<file path="src/rtl/apb_regfile_completer.sv">
`default_nettype none
// ============================================================================
//  Module   : apb_regfile_completer
//  Purpose  : APB4 completer exposing NUM_REGS read/write registers with
//             byte-strobe writes, a fixed number of wait states and error
//             responses for out-of-range, unaligned and (optionally)
//             unprivileged accesses.
//  Ports    : pclk/presetn      - clock, synchronous active-low reset
//             paddr/psel/penable/pwrite/pwdata/pstrb/pprot - APB request
//             prdata/pready/pslverr                       - APB response
//  Options  : APB_PROT_CHECK_EN - when defined, the upper half of the
//             register space requires pprot[0]=1 (privileged).
//  Revision : 1.0 - initial release
// ============================================================================
module apb_regfile_completer #(
   parameter int ADDR_WIDTH  = 32,
   parameter int DATA_WIDTH  = 32,
   parameter int STRB_WIDTH  = DATA_WIDTH / 8,
   parameter int NUM_REGS    = 16,
   parameter int WAIT_STATES = 1
) (
   input  logic                  pclk,
   input  logic                  presetn,
   input  logic [ADDR_WIDTH-1:0] paddr,
   input  logic                  psel,
   input  logic                  penable,
   input  logic                  pwrite,
   input  logic [DATA_WIDTH-1:0] pwdata,
   input  logic [STRB_WIDTH-1:0] pstrb,
   input  logic [2:0]            pprot,
   output logic [DATA_WIDTH-1:0] prdata,
   output logic                  pready,
   output logic                  pslverr
);

   localparam int LANE_BITS = $clog2(STRB_WIDTH);
   localparam int IDX_BITS  = $clog2(NUM_REGS);
   localparam logic [ADDR_WIDTH:0]   SPACE_BYTES = (ADDR_WIDTH+1)'(NUM_REGS * STRB_WIDTH);
   localparam logic [ADDR_WIDTH-1:0] LANE_MASK   = ADDR_WIDTH'(STRB_WIDTH - 1);
   localparam logic [3:0]            WS          = 4'(WAIT_STATES);

   typedef enum logic [0:0] {
      S_IDLE   = 1'b0,
      S_ACCESS = 1'b1
   } state_t;

   state_t                state_q, state_d;
   logic [3:0]            cnt_q, cnt_d;
   logic                  write_q, write_d;
   logic                  err_q, err_d;
   logic [IDX_BITS-1:0]   idx_q, idx_d;
   logic [DATA_WIDTH-1:0] wdata_q, wdata_d;
   logic [STRB_WIDTH-1:0] strb_q, strb_d;
   logic                  pready_q, pready_d;
   logic                  pslverr_q, pslverr_d;
   logic [DATA_WIDTH-1:0] prdata_q, prdata_d;
   logic [DATA_WIDTH-1:0] regs_q [NUM_REGS];
   logic [DATA_WIDTH-1:0] regs_d [NUM_REGS];

   // Decode of the live request, only consumed in the setup cycle.
   logic [IDX_BITS-1:0]   w_in_idx;
   logic                  w_in_err;
   logic                  w_unused_prot;

   assign w_unused_prot = ^pprot;
   assign w_in_idx      = paddr[LANE_BITS +: IDX_BITS];

`ifdef APB_PROT_CHECK_EN
   // Index MSB set means the upper half, which demands a privileged access.
   assign w_in_err = ({1'b0, paddr} >= SPACE_BYTES) ||
                     ((paddr & LANE_MASK) != '0) ||
                     (w_in_idx[IDX_BITS-1] && !pprot[0]);
`else
   assign w_in_err = ({1'b0, paddr} >= SPACE_BYTES) ||
                     ((paddr & LANE_MASK) != '0);
`endif

   // Response is built one cycle early so pready/prdata/pslverr come straight
   // from flops. The selected source is the live decode when WAIT_STATES is
   // zero (response launched from the setup cycle), else the latched request.
   logic                  resp_now;
   logic                  resp_write;
   logic                  resp_err;
   logic [IDX_BITS-1:0]   resp_idx;

   always_comb begin
      state_d    = state_q;
      cnt_d      = cnt_q;
      write_d    = write_q;
      err_d      = err_q;
      idx_d      = idx_q;
      wdata_d    = wdata_q;
      strb_d     = strb_q;
      regs_d     = regs_q;
      resp_now   = 1'b0;
      resp_write = write_q;
      resp_err   = err_q;
      resp_idx   = idx_q;

      case (state_q)
         S_IDLE: begin
            if (psel && !penable) begin
               write_d = pwrite;
               wdata_d = pwdata;
               strb_d  = pstrb;
               idx_d   = w_in_idx;
               err_d   = w_in_err;
               cnt_d   = WS;
               state_d = S_ACCESS;
               if (WS == 4'd0) begin
                  resp_now   = 1'b1;
                  resp_write = pwrite;
                  resp_err   = w_in_err;
                  resp_idx   = w_in_idx;
               end
            end
         end
         S_ACCESS: begin
            if (!psel) begin
               // Dropped select mid-transfer: abandon without side effects.
               state_d = S_IDLE;
            end else if (cnt_q == 4'd0) begin
               // This is the pready cycle; the write commits on its closing edge.
               state_d = S_IDLE;
               if (write_q && !err_q) begin
                  for (int b = 0; b < STRB_WIDTH; b++) begin
                     if (strb_q[b]) begin
                        regs_d[idx_q][8*b +: 8] = wdata_q[8*b +: 8];
                     end
                  end
               end
            end else begin
               cnt_d = 4'(cnt_q - 4'd1);
               if (cnt_q == 4'd1) begin
                  resp_now = 1'b1;
               end
            end
         end
         default: state_d = S_IDLE;
      endcase

      pready_d  = resp_now;
      pslverr_d = resp_now && resp_err;
      prdata_d  = (resp_now && !resp_write && !resp_err) ? regs_q[resp_idx] : '0;
   end

   always_ff @(posedge pclk) begin
      if (!presetn) begin
         state_q   <= S_IDLE;
         cnt_q     <= '0;
         write_q   <= 1'b0;
         err_q     <= 1'b0;
         idx_q     <= '0;
         wdata_q   <= '0;
         strb_q    <= '0;
         pready_q  <= 1'b0;
         pslverr_q <= 1'b0;
         prdata_q  <= '0;
         for (int i = 0; i < NUM_REGS; i++) begin
            regs_q[i] <= '0;
         end
      end else begin
         state_q   <= state_d;
         cnt_q     <= cnt_d;
         write_q   <= write_d;
         err_q     <= err_d;
         idx_q     <= idx_d;
         wdata_q   <= wdata_d;
         strb_q    <= strb_d;
         pready_q  <= pready_d;
         pslverr_q <= pslverr_d;
         prdata_q  <= prdata_d;
         regs_q    <= regs_d;
      end
   end

   assign prdata  = prdata_q;
   assign pready  = pready_q;
   assign pslverr = pslverr_q;

endmodule
`default_nettype wire

</file>
<file path="config.mk">
export PLATFORM = sky130hd
export DESIGN_NAME = apb_regfile_completer
export DESIGN_NICKNAME = d
export VERILOG_FILES = /design/src/rtl/apb_regfile_completer.sv
export SDC_FILE = /design/constraint.sdc
export NUM_CORES = 1
export LEC_CHECK = 0
export BUFFER_PORTS_ARGS = -buffer_cell sky130_fd_sc_hd__buf_2
export CAP_MARGIN = 5
export CORE_UTILIZATION = 50
export CTS_CLUSTER_DIAMETER = 100
export DETAILED_ROUTE_END_ITERATION = 8
export GPL_ROUTABILITY_DRIVEN = 0
export MAX_ROUTING_LAYER = met4
export PLACE_DENSITY = 0.77
export SYNTH_ARGS = -nofsm -noshare
export SYNTH_HDL_FRONTEND = slang
export SYNTH_SLANG_ARGS = --single-unit
</file>
<file path="constraint.sdc">
create_clock -name pclk -period 1.77 [get_ports pclk]
set_input_delay 0.177 -clock pclk [delete_from_list [all_inputs] [get_ports pclk]]
set_output_delay 0.177 -clock pclk [all_outputs]
set_load 0.01 [all_outputs]
</file>
Word-level counts from Yosys, hierarchy flattened. Index checks and enable logic that the tools add are counted.

Mux-type cells: 43. Bitwise gates (word level): 2. Eq/ne operators: 4. Magnitude comparators: 3. Add/sub/neg operators: 1. Reduce and logical (&&, ||, !) cells: 16.

Operators by type and width (number): 2-to-1 mux 512 bit (16); bitwise mux 512 bit (4); demux 32 bit (select 4 bit) (4); binary-select mux 32 bit (select 4 bit) (1); 2-to-1 mux 32 bit (3); >= comparator 32 x 7 -> 1 bit (second input constant) (1); nonzero test 32 bit (1); 2-to-1 mux 24 bit (1); 2-to-1 mux 16 bit (1); 2-to-1 mux 4 bit (3); 2-to-1 mux 8 bit (1); one-hot mux 4 bit (2 select lines) (1); 2-to-1 mux 1 bit (7); logical AND 1 bit (6); inequality test 2 bit (second input constant) (3); >= comparator 5 bit (second input constant) (1); < comparator 5 x 1 -> 1 bit (second input constant) (1); NOT 4 -> 5 bit (1); equality test 4 x 1 -> 1 bit (second input constant) (1); logical NOT 4 bit (1); AND reduction 2 bit (2); AND reduction 4 bit (1); subtractor 4 x 1 -> 4 bit (second input constant) (1); logical NOT 1 bit (3); 4 further kinds (4).

Bits in registers: 593. Word-level logic and storage cells: 95. Output and inout port bits: 34.

Depth between registers and ports, before layout.
Word-level depth: 25. Mapped depth: 7. Gate-level depth less buffers: 5.

Worst setup path after synthesis. Ideal clock, no wire load.

Path kind: register to register. From: reg cnt_q[0]. To: reg regs_q[258] (netlist name). Buffers on the path: 2. Required time: 1.638 ns. Stages on the path, launching flop included: 8. Data arrival time: 1.552 ns. Slack: 0.086 ns. Cell sequence: dfxtp_1 inv_1 ha_1 and4b_1 buf_4 buf_6 nand4_4 mux2i_1.

Cells in the longest elaborated chain, start to end: 2.

Ends and longest elaborated chain: start, declared (line 48) `logic [3:0] cnt_q, cnt_d;`; start signal, assigned (line 164) `cnt_q <= cnt_d;`; logical NOT 4 bit (line 122) `end else if (cnt_q == 4'd0) begin`; AND reduction 4 bit (no line); end signal, assigned (line 173) `regs_q <= regs_d;`; end, declared (line 57) `logic [DATA_WIDTH-1:0] regs_q [NUM_REGS];`.

No other way between the ends. A chain may end at the register's enable or synchronous reset.

Final worst setup path.
From: reg idx_q[2]. To: reg prdata_q[26], in the netlist prdata[26].

Cells in the longest elaborated chain, start to end: 4.

Ends and longest elaborated chain: start, declared (line 51) `logic [IDX_BITS-1:0] idx_q, idx_d;`; start signal, assigned (line 167) `idx_q <= idx_d;`; NOT 4 -> 5 bit (not written as such) (line 144) `prdata_d = (resp_now && !resp_write && !resp_err) ? regs_q[resp_idx] : '0;`; binary-select mux 32 bit (select 4 bit) (line 144); 2-to-1 mux 32 bit (not written as such) (2 in a row) (line 144); end signal, assigned (line 172) `prdata_q <= prdata_d;`; end, declared (line 56) `logic [DATA_WIDTH-1:0] prdata_q, prdata_d;`.

No other way between the ends. The select of a mux whose other input is x is not followed.

==> flow_metrics.env <==
export IMPL_outcome="complete, but fails checks"
export IMPL_violations="negative setup slack"
export IMPL_cts_inserted_buffers=60
export IMPL_syn_inst=2294
export IMPL_final_common_cell="nand2_1"
export IMPL_htree_levels=2
export IMPL_grt_pass1_vias=19300
export IMPL_io_pins=110
export IMPL_tightest_slew_ps=683
export IMPL_finalCriticalPeriod_ps=1810
export IMPL_r2r_end="prdata[26]"
export IMPL_cp_start_kind="flip-flop"
export IMPL_syn_num_nets=2373
export IMPL_finalSetupViolCount=13
export IMPL_p_leak_nw=14.6
export IMPL_synth_distinct_cells=38
export IMPL_finalClockSkew_ps=15.4
export IMPL_post_dp_hpwl_um=40500
export IMPL_path_clk_slew_ps=60
export IMPL_p_sw_mw=6.34
export IMPL_syn_area_um2=26000
export IMPL_ys_ff_latch=593
export IMPL_fp_dieArea_um2=52800
export IMPL_drive_gt1_share_pct=24.1
export IMPL_first_pass_iters=5
export IMPL_grt_use_met3_pct=3.04
export IMPL_cap_violations=0
export IMPL_grt_max_degree=109
export IMPL_antenna_found_initial=0
export IMPL_grt_use_total_pct=25.1
export IMPL_crit_fanout=11
export IMPL_yosysSeqAreaShare_pct=45.7
export IMPL_hp_start="penable"
export IMPL_slowest_delay_ps=550
export IMPL_crit_path_top_delay_cell="mux4_2"
export IMPL_drtIter0Drc=1292
export IMPL_end_kind="flip-flop"
export IMPL_fin_setup_tns_ps=-206
export IMPL_cts_root_buf="clkbuf_16"
export IMPL_grt_pass1_wl_um=103000
export IMPL_drc=0
export IMPL_numPortBuffers=106
export IMPL_period_share_pct=103
export IMPL_worst_slack_ps=-44.6
export IMPL_routedWlPerCell_um=20.2
export IMPL_critical_path_arrival_ps=2290
export IMPL_route_antenna_remaining_nets=0
export IMPL_grt_met1_usage_pct=30.0
export IMPL_initial_core_util_pct=50.6
export IMPL_overflow=0
export IMPL_final_cell_mix="nand2_1 (628), dfxtp_1 (588), mux2i_1 (563)"
export IMPL_reg2reg_from="idx_q[2]"
export IMPL_clock_path_buffers=3
export IMPL_dr_total_vias=18500
export IMPL_core_um2=51300
export IMPL_cts_sinks=593
export IMPL_hold_violations=0
export IMPL_crit_start="idx_q[2]"
export IMPL_wl_um=65400
export IMPL_hold_end="wdata_q[19]"
export IMPL_cts_tree="yes"
export IMPL_die_h_um=230
export IMPL_grt_use_met2_pct=42.9
export IMPL_hp_class="in2reg"
export IMPL_rows=83
export IMPL_hold_ws_ps=93.6
export IMPL_internal_power_mw=22.4
export IMPL_yosys_warnings=0
export IMPL_reg2regPathDepth=4
export IMPL_hold_path_depth=5
export IMPL_rrSetupSlack_ps=-40
export IMPL_diodes=0
export IMPL_nets=2590
export IMPL_busiest_layer="met2"
export IMPL_criticalPathCategory="reg2reg"
export IMPL_seqPwrFrac_pct=46.8
export IMPL_insertion_delay_ps=620
export IMPL_peakVddDrop_v=0.000765
export IMPL_slew_viol_final=0
export IMPL_p_total_mw=28.7
export IMPL_fmax_ghz=0.551
export IMPL_avgSynthCellArea_um2=11.3
export IMPL_die_w_um=230
export IMPL_p_sw_share_pct=22.1
export IMPL_power_density_nw_per_um2=911
export IMPL_crit_chain="buf_4 > mux4_2 > mux2i_2 > o22ai_2"
export IMPL_power_frac_comb_pct=5.3
export IMPL_slew_headroom_pct=54.3
export IMPL_vias_per_cell=5.70
export IMPL_required_ps=2240
export IMPL_area_delta_synth_final_pct=21.5
export IMPL_rsz0062_at_grt="true"
export IMPL_clockPowerShare_pct=47.9
==> sequential cells by signal (all words and copies together) (netlist names) <==
| name | cells |
|---|---|
| cnt_q | 4 |
| err_q | 1 |
| idx_q | 4 |
| prdata | 32 |
| pready | 1 |
| pslverr | 1 |
| regs_q | 512 |
| resp_write | 1 |
| state_q | 1 |
| strb_q | 4 |
| wdata_q | 32 |
==> logic make-up (layout without fill, tap and decap cells) <==
family,after synthesis,in the layout,share of synthesized area [%]
simple gates,727,727,14.8
mux,704,704,33.3
flops,593,593,45.7
buf+inv,184,450,3.82
compound gates,83,83,2.22
fa+ha+maj,3,3,0.145
==> cells in the mapped netlist, drive strengths merged <==
cell / instances / area (µm²)
nand2: 628 / 2360
dfxtp: 593 / 11900
mux2i: 576 / 5770
mux4: 128 / 2880
clkbuf: 110 / 413
buf: 71 / 567
nand4: 66 / 1210
a21boi: 42 / 315
o22ai: 32 / 200
nor4: 7 / 43.8
nor2b: 5 / 31.3
ha: 3 / 37.5
inv: 3 / 11.3
o21ai: 3 / 15.0
a21oi: 2 / 10.0
and2: 2 / 12.5
and3: 2 / 12.5
and4b: 2 / 20.0
and4bb: 2 / 25.0
nand4b: 2 / 17.5
nor3b: 2 / 20.0
nor4b: 2 / 30.0
o211ai: 2 / 15.0
or3: 2 / 12.5
or4: 2 / 15.0
and4: 1 / 8.76
nor2: 1 / 6.26
o221a: 1 / 11.3
o311a: 1 / 10.0
or3b: 1 / 8.76
==> stage by stage <==
step | instance area, µm² | instances | util, % | setup WS, ps
4_1_cts | 31300 | 3231 | 61.0 | -5.28
2_1_floorplan | 26000 | 2294 | - | 85.8
6_report | 31500 | 3240 | 61.5 | -44.6
3_3_place_gp | 28200 | 3043 | 54.9 | -214
5_1_grt | 31500 | 3240 | 61.5 | -156
3_5_place_dp | 28200 | 3043 | 54.9 | -215
==> critical path: cells and delay by family, from the launching register on <==
kind                   cells  cell delay [ps]
multiplexers               2              780
AO/OA/AOI/OAI              1              140
buffers and inverters      1              230
flip-flops                 1              520
==> power by group through the flow <==
stage	Combinational [mW]	Sequential (mW)	Clock, mW
after floorplan	0.876	13.7	0
after global placement	1.29	13.7	0
after detailed placement	1.32	13.7	0
after CTS	1.48	13.4	13.9
after global routing	1.60	13.4	14.5
final	1.51	13.4	13.8
==> metal layers <==
metal | vias up | routed length, µm
met4 | 0 | 2310
met3 | 164 | 2760
met5 | - | 0
li1 | 8518 | -
met2 | 467 | 33400
met1 | 9326 | 27000
==> how the worst max path moves through the flow <==
| stage | to | slack [ps] | depth (start not counted) |
|---|---|---|---|
| after floorplan | regs_q[258] | 90 | 7 |
| after global placement | prdata[16] | -210 | 7 |
| after detailed placement | prdata[16] | -210 | 7 |
| after CTS | regs_q[114] | -5 | 5 |
| after global routing | regs_q[380] | -160 | 5 |
| final | prdata[26] | -40 | 4 |
==> repair_timing <==
action / 4_1_cts / 5_1_grt
gates cloned: 4 / 1
endpoints found under the setup margin: 442 / 303
pin swaps: 9 / 12
gates resized for setup: 27 / 23
hold buffers: 56 / 0
buffers inserted: 17 / 8
hold endpoints to repair: 47 / 0
==> area by class of cell <==
cell class,count,area [µm²]
fillers,3845,19800
clock buffers,77,1660
clock inverters,34,500
multi-input cells,1517,13300
repair buffers,336,3370
inverters,3,13.8
well taps,680,851
flip-flops and latches,593,11900
(Power assumes the default switching activity.)
